File: src/rtl/sb_req_queue.sv
// sb_req_queue: request queue and issue controller in front of the simple-bus
// processor interface. Client commands are buffered in a small FIFO and replayed
// one at a time as an access pulse plus held control/address/data. Read data
// from the bus comes back to the client as a single-cycle response.
//
// Optional feature: define SB_STATS_EN to add saturating 16-bit issue counters
// (stat_rd, stat_wr). Without the macro these ports and counters do not exist.
module sb_req_queue #(
    parameter int DEPTH      = 4,   // FIFO entries, power of two, >= 2
    parameter int GAP_CYCLES = 2    // idle cycles after each transaction, 0..15
) (
    input  logic        clock,
    input  logic        resetN,
    // client command port
    input  logic        cmd_valid,
    output logic        cmd_ready,
    input  logic        cmd_read,
    input  logic [23:0] cmd_addr,
    input  logic [7:0]  cmd_wdata,
    // processor interface side
    output logic        pb_access,
    output logic        pb_doRead,
    output logic        pb_wDataRdy,
    output logic [23:0] pb_addr,
    output logic [7:0]  pb_wdata,
    input  logic        pb_idle,
    input  logic        pb_rd_valid,
    input  logic [7:0]  pb_rd_data,
    // client response port
    output logic        rsp_valid,
    output logic [7:0]  rsp_data,
    output logic        busy
`ifdef SB_STATS_EN
    ,
    output logic [15:0] stat_rd,
    output logic [15:0] stat_wr
`endif
);

    localparam int            AW         = $clog2(DEPTH);
    localparam int            EW         = 33;             // {read, addr[23:0], wdata[7:0]}
    localparam logic [AW:0]   FULL_COUNT = DEPTH[AW:0];
    localparam logic [3:0]    GAP_LOAD   = GAP_CYCLES[3:0];

    typedef enum logic [2:0] {
        ST_IDLE,
        ST_ISSUE,
        ST_WAIT_BUSY,
        ST_WAIT_DONE,
        ST_GAP
    } state_t;

    // ------------------------------------------------------------------
    // Command FIFO
    // ------------------------------------------------------------------
    logic [EW-1:0] fifo_mem [DEPTH];
    logic [AW-1:0] wr_ptr_reg;
    logic [AW-1:0] rd_ptr_reg;
    logic [AW:0]   count_reg;

    logic          fifo_full;
    logic          fifo_empty;
    logic          push;
    logic          pop;

    assign fifo_full  = (count_reg == FULL_COUNT);
    assign fifo_empty = (count_reg == '0);

    // A full queue refuses the push even when a pop happens on the same edge.
    assign cmd_ready  = !fifo_full;
    assign push       = cmd_valid && !fifo_full;

    // Storage array: written on push, no reset so it maps onto RAM.
    always_ff @(posedge clock) begin
        if (push) begin
            fifo_mem[wr_ptr_reg] <= {cmd_read, cmd_addr, cmd_wdata};
        end
    end

    // Pointer and occupancy bookkeeping; pointers wrap naturally at DEPTH.
    always_ff @(posedge clock) begin
        if (!resetN) begin
            wr_ptr_reg <= '0;
            rd_ptr_reg <= '0;
            count_reg  <= '0;
        end else begin
            if (push) begin
                wr_ptr_reg <= wr_ptr_reg + 1'b1;
            end
            if (pop) begin
                rd_ptr_reg <= rd_ptr_reg + 1'b1;
            end
            case ({push, pop})
                2'b10:   count_reg <= count_reg + 1'b1;
                2'b01:   count_reg <= count_reg - 1'b1;
                default: count_reg <= count_reg;
            endcase
        end
    end

    // ------------------------------------------------------------------
    // Issue FSM
    // ------------------------------------------------------------------
    state_t     state_reg;
    state_t     state_next;
    logic [3:0] gap_cnt_reg;
    logic [3:0] gap_cnt_next;
    logic       clear_hold;
    logic       rsp_capture;

    logic        pb_access_reg;
    logic        pb_doRead_reg;
    logic        pb_wDataRdy_reg;
    logic [23:0] pb_addr_reg;
    logic [7:0]  pb_wdata_reg;
    logic        rsp_valid_reg;
    logic [7:0]  rsp_data_reg;

    // State and gap counter registers.
    always_ff @(posedge clock) begin
        if (!resetN) begin
            state_reg   <= ST_IDLE;
            gap_cnt_reg <= '0;
        end else begin
            state_reg   <= state_next;
            gap_cnt_reg <= gap_cnt_next;
        end
    end

    // Next-state logic plus the pop / hold-clear / read-capture strobes.
    always_comb begin
        state_next   = state_reg;
        gap_cnt_next = gap_cnt_reg;
        pop          = 1'b0;
        clear_hold   = 1'b0;
        rsp_capture  = 1'b0;
        case (state_reg)
            ST_IDLE: begin
                // The FIFO head only becomes visible one edge after its push.
                if (!fifo_empty && pb_idle) begin
                    pop        = 1'b1;
                    state_next = ST_ISSUE;
                end
            end
            ST_ISSUE: begin
                state_next = ST_WAIT_BUSY;
            end
            ST_WAIT_BUSY: begin
                if (!pb_idle) begin
                    state_next = ST_WAIT_DONE;
                end
            end
            ST_WAIT_DONE: begin
                // Bus data is only meaningful while a read is outstanding.
                rsp_capture = pb_rd_valid && pb_doRead_reg;
                if (pb_idle) begin
                    clear_hold = 1'b1;
                    if (GAP_CYCLES == 0) begin
                        state_next = ST_IDLE;
                    end else begin
                        state_next   = ST_GAP;
                        gap_cnt_next = GAP_LOAD;
                    end
                end
            end
            ST_GAP: begin
                // Stays exactly GAP_CYCLES cycles in this state.
                if (gap_cnt_reg <= 4'd1) begin
                    gap_cnt_next = '0;
                    state_next   = ST_IDLE;
                end else begin
                    gap_cnt_next = gap_cnt_reg - 4'd1;
                end
            end
            default: begin
                state_next = ST_IDLE;
            end
        endcase
    end

    // Hold registers: loaded straight from the FIFO head on pop (registered
    // RAM read), kept through the transaction, cleared when it completes.
    always_ff @(posedge clock) begin
        if (!resetN) begin
            pb_access_reg   <= 1'b0;
            pb_doRead_reg   <= 1'b0;
            pb_wDataRdy_reg <= 1'b0;
            pb_addr_reg     <= '0;
            pb_wdata_reg    <= '0;
        end else begin
            pb_access_reg <= pop;
            if (pop) begin
                pb_doRead_reg   <= fifo_mem[rd_ptr_reg][32];
                pb_wDataRdy_reg <= !fifo_mem[rd_ptr_reg][32];
                pb_addr_reg     <= fifo_mem[rd_ptr_reg][31:8];
                pb_wdata_reg    <= fifo_mem[rd_ptr_reg][7:0];
            end else if (clear_hold) begin
                pb_doRead_reg   <= 1'b0;
                pb_wDataRdy_reg <= 1'b0;
                pb_addr_reg     <= '0;
                pb_wdata_reg    <= '0;
            end
        end
    end

    // Read response: one-cycle pulse, data held until the next capture.
    always_ff @(posedge clock) begin
        if (!resetN) begin
            rsp_valid_reg <= 1'b0;
            rsp_data_reg  <= '0;
        end else begin
            rsp_valid_reg <= rsp_capture;
            if (rsp_capture) begin
                rsp_data_reg <= pb_rd_data;
            end
        end
    end

    assign pb_access   = pb_access_reg;
    assign pb_doRead   = pb_doRead_reg;
    assign pb_wDataRdy = pb_wDataRdy_reg;
    assign pb_addr     = pb_addr_reg;
    assign pb_wdata    = pb_wdata_reg;
    assign rsp_valid   = rsp_valid_reg;
    assign rsp_data    = rsp_data_reg;
    assign busy        = (state_reg != ST_IDLE) || !fifo_empty;

`ifdef SB_STATS_EN
    // ------------------------------------------------------------------
    // Issue statistics: index 0 counts reads, index 1 counts writes.
    // ------------------------------------------------------------------
    logic [1:0] stat_hit;

    assign stat_hit[0] = (state_reg == ST_ISSUE) &&  pb_doRead_reg;
    assign stat_hit[1] = (state_reg == ST_ISSUE) && !pb_doRead_reg;

    for (genvar gi = 0; gi < 2; gi++) begin : g_stat
        logic [15:0] cnt_reg;

        // Saturating counter bumped once per issued transaction of its type.
        always_ff @(posedge clock) begin
            if (!resetN) begin
                cnt_reg <= '0;
            end else if (stat_hit[gi] && (cnt_reg != 16'hFFFF)) begin
                cnt_reg <= cnt_reg + 16'd1;
            end
        end
    end

    assign stat_rd = g_stat[0].cnt_reg;
    assign stat_wr = g_stat[1].cnt_reg;
`endif

endmodule
File: config.mk
export PLATFORM = sky130hd
export DESIGN_NAME = sb_req_queue
export DESIGN_NICKNAME = d
export VERILOG_FILES = /design/src/rtl/sb_req_queue.sv
export SDC_FILE = /design/constraint.sdc
export NUM_CORES = 1
export LEC_CHECK = 0
export CAP_MARGIN = 20
export CORE_ASPECT_RATIO = 0.8
export CORE_MARGIN = 1.5
export CORE_UTILIZATION = 40
export DETAILED_ROUTE_END_ITERATION = 10
export GPL_TIMING_DRIVEN = 1
export HOLD_SLACK_MARGIN = 0.02
export PLACE_DENSITY = 0.67
export SYNTH_ARGS = -nofsm -noshare
export SYNTH_HDL_FRONTEND = slang
export SYNTH_SLANG_ARGS = --single-unit
File: constraint.sdc
create_clock -name clock -period 2.4 [get_ports clock]
set_input_delay 0.24 -clock clock [delete_from_list [all_inputs] [get_ports clock]]
set_output_delay 0.24 -clock clock [all_outputs]
set_load 0.02 [all_outputs]
Word level (Yosys, flattened, before mapping)
Memories as Yosys holds them, arrays and structs flattened. A register that Yosys moved wholly into a read port is not among the register bits.
Cells that the tools add are included.
- register bits after elaboration: 58
- RAM bits: 132
- output and inout bits: 46
- word-level logic and storage cells: 70
- memories kept: 1
- add/subtract/negate cells: 5
- order comparisons: 1
- equality and inequality tests: 11
- muxes and demuxes: 25
- reductions and logical operators: 15
- memories (name ; depth ; width ; read ports ; clocked after Yosys merged registers in ; wr ports ; RTL line ; RTL):
    fifo_mem ; 4 ; 33 ; 1 ; 1 ; 1 ; 56 ; logic [EW-1:0] fifo_mem [DEPTH];
- operator list (kind ; count):
    24-bit 2-to-1 mux ; 2
    8-bit 2-to-1 mux ; 2
    3-bit case mux with 5 select lines ; 1
    3-bit 2-to-1 mux ; 4
    1-bit 2-to-1 mux ; 10
    4-bit 2-to-1 mux ; 2
    2-bit != test (second input constant) ; 4
    4-bit case mux with 2 select lines ; 1
    3-bit by 2-bit equality test with 1-bit output (second input constant) ; 2
    3-bit equality test (second input constant) ; 2
    3-bit logical NOT ; 2
    3-bit case mux with 2 select lines ; 1
    2-bit nonzero test ; 3
    2-bit by 1-bit adder with 2-bit output (second input constant) ; 2
    4-bit by 1-bit <= comparator with 1-bit output (second input constant) ; 1
    2-bit 2-to-1 mux ; 2
    4-bit AND reduction ; 1
    4-bit by 1-bit subtractor with 4-bit output (second input constant) ; 1
    3-bit by 1-bit adder with 3-bit output (second input constant) ; 1
    3-bit by 1-bit equality test with 1-bit output (second input constant) ; 1
    1-bit logical AND ; 3
    1-bit logical NOT ; 3
    3-bit nonzero test ; 1
    3-bit by 1-bit subtractor with 3-bit output (second input constant) ; 1
    4 further kinds ; 4

Logic depth before layout (Yosys ltp)
- depth after elaboration: 7
- gate-level depth with buffers: 11

Least setup slack after synthesis
OpenSTA, ideal clock, no wires.
- path kind: reg-to-reg
- from: register state_reg[2]
- to: register count_reg[2]
- data arrival time: 2456 ps
- setup slack: -125 ps
- stages on the path, launching flop included: 12
- path buffers: 3
- period minus slack after synthesis: 2525 ps
- cell sequence: dfxtp_1 buf_6 or3_1 buf_6 nor2_2 buf_2 ha_1 inv_1 fa_1 xor2_1 or3_1 a21oi_1
- word-level cells in the longest chain between the ends: 4
- ends and longest elaborated chain (what ; RTL line ; RTL):
    from (decl) ; 104 ; state_t state_reg;
    from (signal assigned) ; 125 ; state_reg <= state_next;
    3-bit logical NOT (*) ; 137 ; case (state_reg)
    1-bit 2-to-1 mux (*) ; 137 ;
    via pop ; 64 ; logic pop;
    2-bit by 1-bit equality test with 1-bit output or 2-bit equality test (tied branches) ; 93 ; case ({push, pop})
    3-bit case mux with 2 select lines or 2-bit nonzero test (tied branches) ; - ;
    to (signal assigned) ; 94 ; 2'b10: count_reg <= count_reg + 1'b1;
    to (signal assigned) ; 95 ; 2'b01: count_reg <= count_reg - 1'b1;
    to (signal assigned) ; 96 ; default: count_reg <= count_reg;
    to (decl) ; 59 ; logic [AW:0] count_reg;
Mark *: on every way through the listed nets, which the timed path passes. The rest lies on a longest branch.
A chain may end at the register's enable or synchronous reset.

Worst setup path in the final report
- from: register count_reg[0]
- to: register count_reg[2]
- word-level cells in the longest chain between the ends: 7
- ends and longest elaborated chain (what ; RTL line ; RTL):
    3-bit logical NOT ; 67 ; assign fifo_empty = (count_reg == '0);
    1-bit logical NOT ; 140 ; if (!fifo_empty && pb_idle) begin
    1-bit logical AND ; 140 ;
    1-bit 2-to-1 mux ; 140 ;
    1-bit 2-to-1 mux ; 137 ;
    2-bit by 1-bit equality test with 1-bit output or 2-bit equality test (tied branches) ; 93 ;
    3-bit case mux with 2 select lines or 2-bit nonzero test (tied branches) ; - ;
Several ways; a longest one is shown, not always the timed one.

==> results.md <==
* Status: complete, no violations
* Vias at between 4k and 5k
* Dpl cell area at approximately 0.0084 mm^2
* Max-cap violations at 0
* First-pass GRT wire length at roughly 23,000 um
* DIE WIDTH at approximately 150 um
* Clk slew on worst S/H paths at approximately 0.07 ns
* Final setup TNS at 0 ns
* Busiest layer in global routing: met2
* Clock Tree Buf Depth at 2
* Max Fclk at 436 MHz
* Internal power at ~6400 uW
* EDFF count, synth at 132
* Final worst setup slack at 0.108 ns
* Slew headroom at 37.8%
* Vias in the first global route at ~4.3k
* Hold path depth at 3
* DRT Wirelength at roughly 14,000 um
* Pre-CTS setup slack at 0.0973 ns
* Met2 Use GR at between 20% and 30%
* Most frequent cell after synthesis: edfxtp_1
* Pwr Total at around 9000 uW
* Max reg flops at 132
* Leak at approximately 0.0029 uW
* Worst-path maximum fanout at 5
* Slew Limit Fails at 0
* Final ANT Viol Nets at 0
* Final hold violation count at 0
* Clock group share of total power at 30.7%
* Area grow syn2layout at 24.2%
* Cells after synthesis at ~440
* Mapped Area at between 0.007 and 0.008 mm^2
* CTS Hold Buffers Added at 0
* Initial core utilization at about two fifths
* Port buffer count at just over 90
* Synth area leader: edfxtp_1
* Worst-Skew Late Latency at 0.43 ns
* Part of the power in registers at 46.2%
* Overflow after GRT at 0
* Worst EP required at ~2.8 ns
* Commonest cells in the netlist: edfxtp_1, dfxtp_1, nand3_1
* CTS tree: built
* Share of layout cells above drive strength 1 at roughly 18%
* Worst slew pin tran at 0.934 ns
* Reg2Reg Depth at 8
* Antenna cells at 0
* Number of synthesized register bits at 192
* Worst vdd ir at between 0.4 and 0.5 mV
* Met1 Usage GRT at around 20%
* Synth Net Count at approximately 500
* Pwr dens at between 900 and 1000 mW/mm^2
* Grt met3 use at under 10%
* Clk root buf: clkbuf_16
* Min Tclk post-route at between 2 and 2.5 ns
* # nets final at around 590
* Sw Ratio at around 29%
* Die Span Y at 124 um
* Top-area cell type share of the netlist area at a little over half
* Worst Path Arrival at 2.65 ns
* Initial antenna violation count at 0
* # rows at 43
* Hold WC Path Type: in2reg
* Top_reg_cell synth: edfxtp_1
* Ports at 92
* Final setup fails at 0
* Die Area at about 0.019 mm^2
* Psw at 2570 uW
* Register area share after synthesis at just over 70%
* Yosys Warn Count at 0
* Finished Cell Area at approximately 0.009 mm^2
* DRC viols at 0
* Starting DRT DRC Count at approximately 280
* GR Util All Layers at 16.4%
* Synth async-reset ratio at 0%
* CP Class: reg2reg
* Vias per std cell at 5.36
* Detailed placement HPWL at between 8000 and 9000 um
* Tcrit/Tclk final at approximately 95%
* Crit. End Element: flip-flop
* Synth top area cells: edfxtp_1, dfxtp_1, mux4_2, o2bb2ai_1, nand3_1
* CP startpoint kind: flip-flop
* DRT Pass-1 Iters at 4
* Count of different cell masters after synthesis at 45
* Syn Area/Cell at roughly 17 um^2
* TritonCTS Buffers at 17
* Core area at roughly 0.018 mm^2
* Logic pwr share at 23.1%
* Largest net degree at the start of global routing at 38
* WL per Instance at between 15 and 20 um
* CTS HTree Levels at 4
* GPL Wtd Cong at 0.789
* RSZ-0062 raised after global routing: no
* Clock sinks at between 150 and 200
* Worst clock skew at 0.0102 ns
## power by group through the flow
| stage | clock network, uW | registers (uW) | logic, uW |
|---|---|---|---|
| 4_1_cts | 2810 | 4140 | 2100 |
| 5_1_grt | 2950 | 4180 | 2240 |
| 3_3_place_gp | 0 | 4190 | 2050 |
| 6_report | 2750 | 4140 | 2070 |
| 3_5_place_dp | 0 | 4220 | 2110 |
| 2_1_floorplan | 0 | 4330 | 1170 |
## layer usage
| layer | vias to the layer above | part of all wire (%) |
|---|---|---|
| met5 | - | 0 |
| met4 | 0 | 1.5 |
| met3 | 16 | 6.5 |
| met2 | 127 | 48 |
| met1 | 2061 | 44 |
| li1 | 1926 | - |
## worst paths after layout
kind	start	endpoint	slack, ns
max reg2reg	count_reg[0]$_SDFFE_PN0P_	count_reg[2]$_SDFFE_PN0P_	0.11
min reg2reg	pb_addr[2]$_SDFFE_PN0P_	pb_addr[2]$_SDFFE_PN0P_	0.47
max	count_reg[0]$_SDFFE_PN0P_	count_reg[2]$_SDFFE_PN0P_	0.11
min	resetN	rd_ptr_reg[0]$_SDFFE_PN0P_	0.16
## critical path, cell delays in order (launching register included)
cell and delay (ns):
dfxtp_1 0.36, or3b_2 0.49, nand2_1 0.10, ha_1 0.19
inv_1 0.06, fa_1 0.38, xor2_1 0.17, or3_1 0.32
a21oi_1 0.16
## kinds of logic (layout without fill, tap and decap cells)
group,count (synthesis),in the layout,synth area share [%]
AO/OA/AOI/OAI,74,74,7.35
XOR/XNOR,3,3,0.362
adder cells (fa/ha/maj),8,8,1.48
buffers and inverters,45,152,2.84
flip-flops,192,192,71.1
multiplexers,35,35,10.5
AND/OR/NAND/NOR,82,82,6.40
## placed cells by master (no fill, tap or decap), drive strengths merged, types with 7 or more instances in the layout
| cell | n |
|---|---|
| dfxtp | 60 |
| inv | 17 |
| buf | 18 |
| edfxtp | 132 |
| ha | 7 |
| clkbuf | 18 |
| o21ai | 12 |
| clkdlybuf4s50 | 89 |
| a21oi | 16 |
| mux4 | 33 |
| o2bb2ai | 33 |
| nand3 | 45 |
## metrics by stage
stage / utilization [%] / hold slack, ns / cells
6_report: 51.4 / 0.160 / 771
3_3_place_gp: 48.2 / 0.456 / 739
5_1_grt: 51.4 / 0.159 / 771
3_5_place_dp: 48.2 / 0.471 / 739
4_1_cts: 51.4 / 0.144 / 771
2_1_floorplan: - / 0.339 / 439
## area by class of cell
| class | count | area, um^2 |
|---|---|---|
| multi-input cells | 202 | 1910 |
| repair buffers | 108 | 1040 |
| clock inverters | 14 | 148 |
| clock buffers | 18 | 429 |
| well taps | 225 | 282 |
| fillers | 1436 | 8520 |
| inverters | 12 | 45.0 |
| flip-flops and latches | 192 | 5170 |
## timing repair
| item | CTS | global route |
|---|---|---|
| resized for setup | 1 | 1 |
| gates cloned | 0 | 0 |
| setup endpoints to repair | 1 | 1 |
| buffers inserted | 0 | 0 |
No activity file was read; power rests on OpenSTA's default activity.
